$ cat config.mk
export PLATFORM = sky130hd
export DESIGN_NAME = riscv_instr_aligner
export DESIGN_NICKNAME = d
export VERILOG_FILES = /design/src/rtl/riscv_instr_aligner.sv
export SDC_FILE = /design/constraint.sdc
export NUM_CORES = 1
export LEC_CHECK = 0
export BUFFER_PORTS_ARGS = -buffer_cell sky130_fd_sc_hd__buf_2
export CAP_MARGIN = 30
export CELL_PAD_IN_SITES_DETAIL_PLACEMENT = 1
export CELL_PAD_IN_SITES_GLOBAL_PLACEMENT = 1
export CORE_MARGIN = 3
export CORE_UTILIZATION = 44
export CTS_CLUSTER_SIZE = 24
export DETAILED_ROUTE_END_ITERATION = 6
export PLACE_DENSITY = 0.86
export SLEW_MARGIN = 20
export SYNTH_ARGS = -nofsm -noshare
export SYNTH_HDL_FRONTEND = slang
export SYNTH_SLANG_ARGS = --single-unit
$ cat constraint.sdc
create_clock -name clk -period 5.7 [get_ports clk]
set_input_delay 0.285 -clock clk [delete_from_list [all_inputs] [get_ports clk]]
set_output_delay 0.285 -clock clk [all_outputs]
set_load 0.005 [all_outputs]
$ cat src/rtl/riscv_instr_aligner.sv
// Realigns 32-bit fetch words into whole RV32 instructions (16/32-bit, straddles included).
// Latency: an accepted fetch word yields instr_valid_o on the next cycle.
// Backpressure: instr_ready_i low holds the output register and fetch_ready_o drops (except in SKIP).
module riscv_instr_aligner (
    input  logic        clk,
    input  logic        rst_n,
    input  logic        flush_i,
    input  logic [31:0] flush_addr_i,
    input  logic        fetch_valid_i,
    input  logic [31:0] fetch_rdata_i,
    input  logic [31:0] fetch_addr_i,
    output logic        fetch_ready_o,
    output logic        instr_valid_o,
    input  logic        instr_ready_i,
    output logic [31:0] instr_o,
    output logic [31:0] instr_addr_o,
    output logic        is_compressed_o
);

    typedef enum logic [1:0] {
        EMPTY = 2'd0,
        HALF  = 2'd1,
        SKIP  = 2'd2
    } state_e;

    state_e      state_q, state_d;
    logic [15:0] res_q, res_d;
    logic [31:0] res_addr_q, res_addr_d;

    logic        vld_d;
    logic [31:0] dat_d;
    logic [31:0] addr_d;
    logic        cmp_d;

    logic        out_free;
    logic        res_is_c;
    logic        low_is_c;
    logic        fetch_take;
    logic [31:0] fetch_addr_p2;

    // Only the halfword-select bit of the redirect target and the word part of the fetch address matter.
    logic unused_addr_bits;
    assign unused_addr_bits = ^{flush_addr_i[31:2], flush_addr_i[0], fetch_addr_i[1:0]};

    assign out_free      = !instr_valid_o || instr_ready_i;
    assign res_is_c      = (res_q[1:0] != 2'b11);
    assign low_is_c      = (fetch_rdata_i[1:0] != 2'b11);
    assign fetch_addr_p2 = fetch_addr_i + 32'd2;

    assign fetch_ready_o = !flush_i &&
                           ((state_q == SKIP) ||
                            (out_free && ((state_q == EMPTY) ||
                                          ((state_q == HALF) && !res_is_c))));
    assign fetch_take    = fetch_valid_i && fetch_ready_o;

    always_comb begin
        state_d    = state_q;
        res_d      = res_q;
        res_addr_d = res_addr_q;
        // A completed or absent handshake empties the output; a stalled one holds it.
        vld_d      = instr_valid_o && !instr_ready_i;
        dat_d      = instr_o;
        addr_d     = instr_addr_o;
        cmp_d      = is_compressed_o;

        if (flush_i) begin
            vld_d      = 1'b0;
            res_d      = 16'h0000;
            res_addr_d = 32'h0000_0000;
            state_d    = flush_addr_i[1] ? SKIP : EMPTY;
        end else begin
            unique case (state_q)
                EMPTY: begin
                    if (fetch_take) begin
                        vld_d  = 1'b1;
                        addr_d = fetch_addr_i;
                        if (low_is_c) begin
                            dat_d      = {16'h0000, fetch_rdata_i[15:0]};
                            cmp_d      = 1'b1;
                            res_d      = fetch_rdata_i[31:16];
                            res_addr_d = fetch_addr_p2;
                            state_d    = HALF;
                        end else begin
                            dat_d = fetch_rdata_i;
                            cmp_d = 1'b0;
                        end
                    end
                end
                HALF: begin
                    if (out_free && res_is_c) begin
                        vld_d   = 1'b1;
                        dat_d   = {16'h0000, res_q};
                        addr_d  = res_addr_q;
                        cmp_d   = 1'b1;
                        state_d = EMPTY;
                    end else if (fetch_take) begin
                        // Residue is the low half of a 32-bit instruction straddling into this word.
                        vld_d      = 1'b1;
                        dat_d      = {fetch_rdata_i[15:0], res_q};
                        addr_d     = res_addr_q;
                        cmp_d      = 1'b0;
                        res_d      = fetch_rdata_i[31:16];
                        res_addr_d = fetch_addr_p2;
                    end
                end
                SKIP: begin
                    if (fetch_take) begin
                        res_d      = fetch_rdata_i[31:16];
                        res_addr_d = fetch_addr_p2;
                        state_d    = HALF;
                    end
                end
                default: begin
                    state_d = EMPTY;
                end
            endcase
        end
    end

    always_ff @(posedge clk or negedge rst_n) begin
        if (!rst_n) begin
            state_q         <= EMPTY;
            res_q           <= 16'h0000;
            res_addr_q      <= 32'h0000_0000;
            instr_valid_o   <= 1'b0;
            instr_o         <= 32'h0000_0000;
            instr_addr_o    <= 32'h0000_0000;
            is_compressed_o <= 1'b0;
        end else begin
            state_q         <= state_d;
            res_q           <= res_d;
            res_addr_q      <= res_addr_d;
            instr_valid_o   <= vld_d;
            instr_o         <= dat_d;
            instr_addr_o    <= addr_d;
            is_compressed_o <= cmp_d;
        end
    end

endmodule

==> flow_summary.toml <==
[detailed_routing]
detail_route.first_pass.iterations = 6
dr_total_vias = 5471
final_antenna_net_count = 0
vias_per_cell = 6.35
postRouteWirelength_um = 20100
drc = 0
routedWlPerCell_um = 23.3
initialDrtViolationCount = 454

[floorplan]
core-area_sq_um = 13600
die_outline_height_um = 125
num_io_pins = 168
initial_core_utilization_pct = 46.2
die_width_um = 125
floorplan.rows = 42
die_ar_sq_um = 15700

[grt]
globalRouteTotalUtil_pct = 26.2
grt_remaining_overflow = 0
vias_in_the_first_global_route = 6193
grt_start_max_net_pins = 64
grt_first_pass_wirelength_um = 33100
grt_antenna_before_repair = 1

[placement]
gp_congestion = 0.786
io_buffers = 136
post-dp-hpwl_um = 12500

[clock_network]
cts_h_tree_depth = 4
tritoncts_clock_tree = "yes"
postCtsResizedCells = 0
cts-hold-fix-buffers = 1
tritoncts_num_sinks = 116
ctsRootBufferMaster = "clkbuf_16"
path_clk_slew_ns = 0.05
numCtsBuffers = 17
clock_insertion_delay_worst_skew_ns = 0.43
postCtsSetupBuffers = 0
ctsLongestPathBuffers = 2

[cells_and_area]
layout-drive-gt1-share_pct = 42.9
areaGrowthSynthToFinish_pct = 23.5
nets = 779
diodes_inserted = 0

[yosys]
total_of_flip_flops_plus_latches_after_synthesis = 116
yosysTopAreaCellShare_pct = 46.3
post_synth_instance_area_sq_um = 6260
proportion_of_synthesized_chip_area_in_sequential_cells_pct = 46.3
synthTopCellsByArea = "dfrtp_1 46%, mux2_2 19%, o31ai_1 3.2%"
leading_post_synthesis_cells_by_instance_count = "116 x dfrtp_1, 105 x mux2_2, 30 x a31oi_1, 30 x clkbuf_1"
async_reset_ff_share_pct = 100
synth.largest_area_cell = "dfrtp_1"
number_of_warnings_issued_by_yosys = 0
syn_nets = 666
avgSynthCellArea_sq_um = 11.2
post-synth-top-count-cell = "dfrtp_1"
syn_inst = 561
synth_cell_type_count = 49
synthFlopType = "dfrtp_1"
post_synth_edffs = 0

[timing]
worst_slew_pin_slew_ns = 0.954
layout_worst_path_cycle_share_pct = 69.9
final_max_slew_viol_count = 0
fmax_ghz = 0.251
max_slew_headroom_pct = 36.3
rsz0062_at_grt = "false"
fin_tns_setup_ns = 0
final_period_minus_worst_setup_slack_ns = 3.99
clock_skew_ns = 0.00871
holdWs_ns = 0.0865
timing_hold_violations_final = 0
number_of_endpoints_failing_setup_at_the_final_stage = 0

[outcome]
outcome = "completed"

[run]
drv.max_cap_violation_count = 0

[power]
leakage_power_of_the_design_nw = 3.38
ir_drop_mv = 0.244
power_density_nw_per_um2 = 456

[setup_path]
cp_slowest_stage_delay_ns = 0.85
r2r_cells = 6
startpoint_type = "flip-flop"
worstSetupEndpoint = "instr_o[12]"
crit_fanout = 37
data_arrival_time_of_the_worst_path_ns = 4.29
timing_worst_setup_path_type = "flip-flop to flip-flop"
r2r_slack_ns = 1.71
crit-reg2reg-launch = "state_q[1]"
timing.critical_path.from = "state_q[1]"
critical_path_cell_sequence = "inv_1 > ha_2 > and3_1 > a22o_2 > buf_4 > mux2_2"
critical_path.slowest_cell = "and3_1"
rr_endpoint = "instr_o[12]"
critPathRequiredTime_ns = 6.00
cp-end-kind = "flip-flop"

[min_path]
hold_class = "input port to flip-flop"
[cells in the final DEF, fill, tap and decap left out, types with 3 or more instances in the layout]
master | synthesis | routed
clkbuf_1 | 30 | 3
a31oi_1 | 30 | 30
and3_1 | 5 | 5
nand3_1 | 15 | 14
ha_1 | 4 | 3
and3b_1 | 3 | 3
mux2_2 | 105 | 105
buf_2 | 12 | 135
nand4_1 | 27 | 27
nand2_1 | 18 | 18
o31ai_1 | 27 | 27
a22o_1 | 15 | 14
dfrtp_1 | 116 | 116
xor2_1 | 6 | 6
nor3_1 | 8 | 7
bufinv_16 | 0 | 7
nor2_1 | 6 | 5
buf_4 | 2 | 8
inv_1 | 10 | 10
a211oi_1 | 12 | 12
and4_1 | 3 | 3
or4_1 | 9 | 9
xnor2_1 | 6 | 6
a311oi_1 | 18 | 18
clkbuf_16 | 0 | 17
or3_1 | 5 | 5
a21oi_1 | 20 | 20
o21ai_0 | 16 | 16
[metal layers]
metal | vias up | track usage (%) | wire length, um
met5 | - | 0 | 7
met4 | 2 | 11.4 | 480
met3 | 46 | 7.04 | 1160
met2 | 200 | 43.5 | 10200
met1 | 2823 | 32.2 | 8250
li1 | 2400 | - | -
[registers in the layout, summed over array words and instances, names as in the netlist]
register / flops
instr_addr_o: 32
instr_o: 32
res_addr_q: 32
res_q: 16
state_q: 2
instr_valid_o: 1
is_compressed_o: 1
[worst max-delay path, delay by kind of cell (launching register included)]
kind            cells  cell delay (ns)
simple gates        1             0.85
compound gates      1             0.81
fa+ha+maj           1             0.69
buf+inv             2             0.67
mux                 1             0.40
flops               1             0.39
[where the power goes]
part           total (mW)  internal (mW)  switching, mW
combinational        1.03          0.495          0.530
clock                1.26          0.871          0.390
sequential           1.24           1.09          0.148
total                3.53           2.46           1.07
[through the flow]
stage	setup WS, ns	total power [mW]	area [sq um]	instances	utilization, %
floorplan	3.47	1.81	6260	561	-
detailed placement	1.76	2.26	7040	829	51.9
CTS	1.72	3.55	7730	861	57.0
global placement	1.90	2.18	7000	827	51.6
finish	1.71	3.53	7740	862	57.1
global route	1.49	3.71	7740	862	57.1
[cell type report]
| type | instances | area (sq um) |
|---|---|---|
| clock inverters | 10 | 228 |
| multi-input cells | 382 | 3100 |
| clock buffers | 21 | 450 |
| inverters | 10 | 37.5 |
| well taps | 176 | 220 |
| repair buffers | 147 | 798 |
| fillers | 1453 | 5820 |
| flip-flops and latches | 116 | 2900 |
[cells by family (layout without fill, tap and decap cells)]
family	after synthesis	after routing	share of synthesized area, %
mux	107	107	19.2
simple gates	113	113	10.9
xor+xnor	12	12	1.68
buf+inv	63	188	4.81
compound gates	146	146	16.3
fa+ha+maj	4	4	0.799
flops	116	116	46.3
[worst min path at each step]
stage,start,endpoint,slack [ns],cells past startpoint
finish,flush_addr_i[1],state_q[1],0.09,3
global route,flush_addr_i[1],state_q[1],0.09,3
CTS,flush_addr_i[1],state_q[1],0.07,3
detailed placement,rst_n,instr_addr_o[11],0.44,1
global placement,rst_n,instr_addr_o[11],0.42,1
floorplan,rst_n,instr_addr_o[0],-0.01,0
No activity file was read; power rests on OpenSTA's default activity.
